--- src/rtl/addsub_pkg.sv ---
// addsub_pkg: shared op codes, FSM states and default width
// for the add/sub accumulator slice.
package addsub_pkg;

  localparam int WIDTH_DEF = 4;

  typedef enum logic [2:0] {
    OP_ADD  = 3'b000,
    OP_SUB  = 3'b001,
    OP_LOAD = 3'b010,
    OP_CLR  = 3'b011,
    OP_MUL  = 3'b100
  } op_t;

  typedef enum logic [1:0] {
    IDLE,
    MUL,
    RESP
  } state_t;

endpackage

--- src/rtl/addsub_core.sv ---
// addsub_core: combinational WIDTH-bit adder/subtractor.
// k=1 subtracts by inverting b and injecting a carry-in.
module addsub_core #(
  parameter int WIDTH = 4
) (
  input  logic [WIDTH-1:0] a,
  input  logic [WIDTH-1:0] b,
  input  logic             k,
  output logic [WIDTH-1:0] sum,
  output logic             cout,
  output logic             ovf
);

  logic [WIDTH-1:0] bx;

  assign bx = b ^ {WIDTH{k}};
  assign {cout, sum} = {1'b0, a} + {1'b0, bx}
                     + {{WIDTH{1'b0}}, k};
  assign ovf = (a[WIDTH-1] == bx[WIDTH-1])
            && (sum[WIDTH-1] != a[WIDTH-1]);

endmodule

--- src/rtl/addsub_accumulator.sv ---
// addsub_accumulator: handshaked accumulator with ADD/SUB/LOAD/CLR/MUL.
// Define ADDSUB_SATURATE_EN to clamp ADD/SUB/MUL results instead of wrapping.
module addsub_accumulator
  import addsub_pkg::*;
#(
  parameter int WIDTH = WIDTH_DEF
) (
  input  logic             clk,
  input  logic             rst,
  input  logic             in_valid,
  output logic             in_ready,
  input  logic [2:0]       op,
  input  logic [WIDTH-1:0] operand,
  output logic             out_valid,
  input  logic             out_ready,
  output logic [WIDTH-1:0] acc,
  output logic             carry,
  output logic             ovf,
  output logic             busy
);

  localparam int CW = $clog2(WIDTH);
  localparam int W2 = 2 * WIDTH;

  state_t state, state_nxt;

  logic [W2-1:0]    mcand;
  logic [W2-1:0]    prod;
  logic [W2-1:0]    prod_nxt;
  logic [WIDTH-1:0] mplier;
  logic [CW-1:0]    cnt;

  logic [WIDTH-1:0] as_sum;
  logic [WIDTH-1:0] as_res;
  logic [WIDTH-1:0] mul_res;
  logic             as_cout;
  logic             as_ovf;
  logic             mul_hi;
  logic             mul_last;
  logic             accept;

  logic is_add, is_sub, is_load, is_clr, is_mul;

  assign is_add  = (op == OP_ADD);
  assign is_sub  = (op == OP_SUB);
  assign is_load = (op == OP_LOAD);
  assign is_clr  = (op == OP_CLR);
  assign is_mul  = (op == OP_MUL);

  assign in_ready  = (state == IDLE);
  assign out_valid = (state == RESP);
  assign busy      = (state == MUL);
  assign accept    = in_ready && in_valid;

  addsub_core #(
    .WIDTH (WIDTH)
  ) u_core (
    .a    (acc),
    .b    (operand),
    .k    (is_sub),
    .sum  (as_sum),
    .cout (as_cout),
    .ovf  (as_ovf)
  );

  assign prod_nxt = mplier[0] ? prod + mcand : prod;
  assign mul_hi   = |prod_nxt[W2-1:WIDTH];
  assign mul_last = (cnt == CW'(WIDTH - 1));

`ifdef ADDSUB_SATURATE_EN
  assign as_res  = is_sub
                 ? (as_cout ? as_sum : '0)
                 : (as_cout ? '1 : as_sum);
  assign mul_res = mul_hi ? '1 : prod_nxt[WIDTH-1:0];
`else
  assign as_res  = as_sum;
  assign mul_res = prod_nxt[WIDTH-1:0];
`endif

  // State register
  always_ff @(posedge clk or posedge rst) begin
    if (rst) state <= IDLE;
    else     state <= state_nxt;
  end

  // Next-state: single ops go straight to RESP, MUL iterates first
  always_comb begin
    state_nxt = state;
    unique case (state)
      IDLE: if (in_valid) state_nxt = is_mul ? MUL : RESP;
      MUL:  if (mul_last) state_nxt = RESP;
      RESP: if (out_ready) state_nxt = IDLE;
      default: state_nxt = IDLE;
    endcase
  end

  // Accumulator, flags and shift-and-add multiplier registers
  always_ff @(posedge clk or posedge rst) begin
    if (rst) begin
      acc    <= '0;
      carry  <= 1'b0;
      ovf    <= 1'b0;
      mcand  <= '0;
      mplier <= '0;
      prod   <= '0;
      cnt    <= '0;
    end else if (accept) begin
      unique case (1'b1)
        is_add, is_sub: begin
          acc   <= as_res;
          carry <= as_cout;
          ovf   <= as_ovf;
        end
        is_load: begin
          acc   <= operand;
          carry <= 1'b0;
          ovf   <= 1'b0;
        end
        is_clr: begin
          acc   <= '0;
          carry <= 1'b0;
          ovf   <= 1'b0;
        end
        is_mul: begin
          mcand  <= {{WIDTH{1'b0}}, acc};
          mplier <= operand;
          prod   <= '0;
          cnt    <= '0;
        end
        default: ;
      endcase
    end else if (state == MUL) begin
      prod   <= prod_nxt;
      mcand  <= mcand << 1;
      mplier <= mplier >> 1;
      cnt    <= cnt + 1'b1;
      if (mul_last) begin
        acc   <= mul_res;
        carry <= mul_hi;
        ovf   <= 1'b0;
      end
    end
  end

endmodule

--- config.mk ---
export PLATFORM = sky130hd
export DESIGN_NAME = addsub_accumulator
export DESIGN_NICKNAME = d
export VERILOG_FILES = /design/src/rtl/addsub_pkg.sv /design/src/rtl/addsub_core.sv /design/src/rtl/addsub_accumulator.sv
export SDC_FILE = /design/constraint.sdc
export NUM_CORES = 1
export LEC_CHECK = 0
export CAP_MARGIN = 10
export CORE_ASPECT_RATIO = 0.9
export CORE_MARGIN = 3
export CORE_UTILIZATION = 38
export CTS_BUF_LIST = sky130_fd_sc_hd__clkbuf_4 sky130_fd_sc_hd__clkbuf_8
export DETAILED_ROUTE_END_ITERATION = 10
export PLACE_DENSITY_LB_ADDON = 0.1
export RECOVER_POWER = 50
export SKIP_CTS_REPAIR_TIMING = 1
export SLEW_MARGIN = 15
export SYNTH_ARGS = -nofsm -noshare
export SYNTH_HDL_FRONTEND = slang
export SYNTH_SLANG_ARGS = --single-unit
--- constraint.sdc ---
create_clock -name clk -period 6.3 [get_ports clk]
set_clock_uncertainty 0.1 [all_clocks]
set_input_delay 0.63 -clock clk [delete_from_list [all_inputs] [get_ports clk]]
set_output_delay 0.63 -clock clk [all_outputs]
set_load 0.02 [all_outputs]
# ---- Yosys cells after proc, flatten, opt, wreduce, memory -nomap -nowiden
# Cells that the tools add are included.
# Widths: inputs -> output; s select.
dict set report op_classes {
  addsub 4
  n_eq_ne 15
  mux 30
  bitwise 1
  n_reduce_logical 13
}
# operator count
set op_table {}
lappend op_table {{$mux 8} 7}
lappend op_table {{$mux 4} 6}
lappend op_table {{$mux 2} 7}
lappend op_table {{$pmux 4 s3} 1}
lappend op_table {{$reduce_and 3->1} 3}
lappend op_table {{$add 8x8->8} 1}
lappend op_table {{$eq 3x2->1 const B} 2}
lappend op_table {{$mux 1} 6}
lappend op_table {{$ne 2x1->1 const B} 3}
lappend op_table {{$pmux 2 s3} 1}
lappend op_table {{$add 4x4->5} 1}
lappend op_table {{$add 5x1->5} 1}
lappend op_table {{$eq 2x2->1 const B} 2}
lappend op_table {{$ne 4x1->1 const B} 1}
lappend op_table {{$pmux 1 s2} 2}
lappend op_table {{$reduce_bool 2->1} 2}
lappend op_table {{$reduce_or 2->1} 2}
lappend op_table {{$reduce_or 4->1} 1}
lappend op_table {{$xor 4x4->4} 1}
lappend op_table {{$eq 3x1->1 const B} 1}
lappend op_table {{$eq 3x3->1 const B} 1}
lappend op_table {{$logic_not 3->1} 1}
lappend op_table {{$ne 3x2->1 const B} 1}
lappend op_table {{$add 2x1->2 const B} 1}
lappend op_table {{7 further kinds} 8}
dict set report word_totals {
  ff_bits 30
  input_bits 11
  wordCells 71
}

# ---- Logic depth before layout (Yosys ltp)
dict set report depth {
  word_depth 8
  mapped_depth 10
  ltp_nobuf 9
}

# ---- Cells and area by module
# A second synthesis with hierarchy kept.
dict set report unflattened {
  hier_cells 224
  hier_area_um2 2058.2
}
# mod instances cells_each area_per_inst_um2 seq_area_each_um2
set modules_own_cells {}
lappend modules_own_cells {addsub_accumulator 1 206 1864.3 750.7}
lappend modules_own_cells {addsub_core 1 18 193.9 0.0}

# ---- Worst setup path after synthesis
# Ideal clock, no wire load.
dict set report synth_timing {
  kind {input port to flip-flop}
  startpoint {input port op[1]}
  endpoint {register carry}
  arrival_ns 2.488
  t_required_ns 6.068
  slack_ns 3.580
  cell_stages 9
  n_path_buf 1
  path_cell_list {or3b_1 -> clkbuf_1 -> xnor2_1 -> ha_1 -> nor2b_1 -> a221oi_1 -> o21ai_1 -> a2111oi_4 -> a31oi_1}
}
dict set report synth_between {
  elab_chain_cells 6
  elab_cells_between_ends 13
}
# item line_no
set synth_lines {}
lappend synth_lines {{start, declared} addsub_accumulator.sv:12} ;# input logic [2:0] op,
lappend synth_lines {{$eq 3x1->1} addsub_accumulator.sv:45} ;# assign is_sub = (op == OP_SUB);
lappend synth_lines {{$xor 4x4->4} addsub_core.sv:16} ;# assign bx = b ^ {WIDTH{k}};
lappend synth_lines {{$add 4x4->5} addsub_core.sv:17} ;# assign {cout, sum} = {1'b0, a} + {1'b0, bx}
lappend synth_lines {{$add 5x1->5} addsub_core.sv:18} ;# + {{WIDTH{1'b0}}, k};
lappend synth_lines {{$pmux 1 s2} addsub_accumulator.sv:108} ;# unique case (1'b1)
lappend synth_lines {{$mux 1} addsub_accumulator.sv:107} ;# end else if (accept) begin
lappend synth_lines {{end signal, assigned} addsub_accumulator.sv:111} ;# carry <= as_cout;
lappend synth_lines {{end signal, assigned} addsub_accumulator.sv:139} ;# carry <= mul_hi;
lappend synth_lines {{end, declared} addsub_accumulator.sv:17} ;# output logic carry,
# Several ways; a longest one is shown, not always the timed one.
# A chain may end at the register's enable or synchronous reset.

# ---- Worst setup path after layout
dict set report layout_timing {
  startpoint {input port op[2]}
  endpoint {register carry}
}
# The elaborated chain is that of the path after synthesis.

==> flow_summary.yaml <==
routing:
  vias: 1694
  post_drt_wl_per_cell_um: 16.2
  firstDrtPassIters: 4
  via_per_inst: 5.54
  drc: 0
  drt_iter0_drc: 114
  drt_wl_total_um: 4940
  postRouteAntennaNets: 0
timing:
  fin_ws_ns: 3.16
  rsz0062_at_grt: "no"
  post-route-period-util: 0.498
  hold_viol: 0
  timing.fmax_ghz: 0.318
  whs_ns: 0.381
  setup_tns_ns: 0
  setup_viol: 0
  slew_headroom: -0.105
  tightest_slew_ns: 1.66
  finalMaxSlewViolations: 31
  period_needed_ns: 3.14
setup_path:
  critPathArrivalTime_ns: 3.21
  critPathSlowestCell: "dlygate4sd3_1"
  path_cells: "dlygate4sd3_1 > or3b_1 > xnor2_1 > ha_1 > nor2b_1 > a221oi_1 > o21ai_1 > a2111oi_4 > a31oi_1"
  cp_max_fo: 5
  crit_buf_inv: 1
  end_kind: "register"
  startpoint_type: "input pin"
  critPathKind: "in -> reg"
  critical-path-max-stage-delay_ns: 0.57
  cpLargestDelayFamily: "compound AO/OA/AOI/OAI gates"
  cp.required_ns: 6.36
clock_network:
  clock-sinks: 30
  clk_pin_slew_ns: 0.07
  root_buffer: "clkbuf_8"
  clk-insertion-delay-late_ns: 0.29
  cts_tree: "yes"
  cts_buffers: 5
  htree_levels: 2
  cts_buffer_depth: 2
die:
  num_rows: 24
  fp.dieH_um: 75.8
  boundaryPins: 20
  start_util: 0.407
  die_w_um: 83.5
  die_area_um2: 6330
  core_um2: 5040
power_and_ir_drop:
  p_total_mw: 1.02
  ir_worst_vdd_mv: 0.163
  total_leakage_power_nw: 1.04
  p_per_area_nw_per_um2: 427
synthesis:
  synthSimpleGateAreaFrac: 0.164
  synth_fp_nets: 247
  async_reset_ff_frac: 1.00
  yosysSeqAreaShare: 0.365
  yosysWarningCount: 0
  synth-seq-cells: 30
  yosysTopAreaCellShare: 0.365
  syn_area_um2: 2060
  synth_top_family_by_area: "compound AO/OA/AOI/OAI gates"
  synthAdderAreaFrac: 0.0925
  synth_compound_area_frac: 0.262
  synth_edf_count: 0
  yosysMostFrequentCell: "dfrtp_1"
  synth_largest_area_cell: "dfrtp_1"
  ys_types: 53
  synth_area_leaders: "dfrtp_1 (37%), ha_1 (7.3%), nand2_1 (4.7%), o21ai_0 (3.7%), a21oi_1 (2.7%)"
  ys_top_cells_by_count: "dfrtp_1 (30), nand2_1 (26), o21ai_0 (15)"
  synth.avg_cell_area_um2: 9.26
  synthXorXnorAreaFrac: 0.0341
  synthCells: 222
  synthFlopType: "dfrtp_1"
  synthMuxAreaShare: 0.0414
finish:
  fin_util: 0.475
  fin_cells: 306
  fin_area_um2: 2400
  layout.nets: 265
  diodes: 0
  layout-area-overhead-vs-synth_pct: 16.6
  drive_above_1_share: 0.0954
place:
  gp_congestion: 0.839
  dpl.hpwl_um: 3590
  placedCellCount: 298
  port_buffers: 19
  place_area_um2: 2300
  dp_slack_ns: 2.93
min_path:
  min_path_type: "reg -> reg"
global_route:
  grt_pass1_wl_um: 8360
  grt_pass1_vias: 1709
  grt_max_degree: 31
  grtUsageTotal: 0.170
  grt_overflow: 0
  antenna_found_initial: 0
status:
  status: "complete, but fails checks"
  violations: "max-capacitance violations, max-slew violations"
flow_run:
  drv_cap: 1
## per-layer routing
layer,GRT usage,part of all wire,vias to the layer above
li1,-,-,853
met1,0.228,0.50,805
met2,0.279,0.45,27
met3,0.0314,0.033,9
met4,0.0625,0.016,0
met5,0,0,-
## worst reg2reg max path, stage by stage, from the launching register on
cell and delay (ns):
dfrtp_1 0.45, or3b_1 0.39, a21oi_1 0.74, o21ai_1 0.29, a2111oi_4 0.33, a31oi_1 0.13
## cell type report
type | instances | area, µm²
Fill cell | 493 | 2650
Multi-Input combinational cell | 170 | 1220
Sequential cell | 30 | 751
Timing Repair Buffer | 21 | 201
Clock buffer | 7 | 90.1
Tap cell | 65 | 81.3
Inverter | 12 | 45.0
Clock inverter | 1 | 5.00
## cell usage in the layout, fill, tap and decap left out, types with 6 or more instances in the layout
| cell | count |
|---|---|
| xnor2_1 | 6 |
| a21oi_1 | 11 |
| clkdlybuf4s50_1 | 14 |
| inv_1 | 11 |
| o21ai_0 | 15 |
| a22o_1 | 6 |
| dfrtp_1 | 30 |
| nor2_1 | 13 |
| nand2_1 | 26 |
| clkbuf_8 | 6 |
| ha_1 | 12 |
## where the power goes
group	leakage, nW	switching (mW)	internal (mW)
Sequential	0.392	0.0886	0.267
Combinational	0.592	0.274	0.225
Clock	0.0517	0.0774	0.0924
## registers in the layout, indices dropped and copies added (netlist names)
signal,flops
mcand,8
prod,8
acc,4
mplier,4
cnt,2
state,2
carry,1
ovf,1
## worst paths after layout
check,to,slack [ns],startpoint,depth (start not counted)
worst max-delay path,carry,3.16,op[2],9
worst min-delay path,mplier[2],0.38,mplier[2],2
worst max register to register,carry,3.76,state[0],5
worst min register to register,mplier[2],0.38,mplier[2],2
max in group asynchronous,prod[2],3.89,rst,3
min in group asynchronous,carry,1.25,rst,3
## cell families after synthesis
family	after synthesis
AOI/OAI and AO/OA	73
and+or+nand+nor	67
DFF	30
buffers and inverters	22
adders and majority gates	14
xor gates and xnor gates	8
muxes	8
Power figures use the tool's default switching activity.
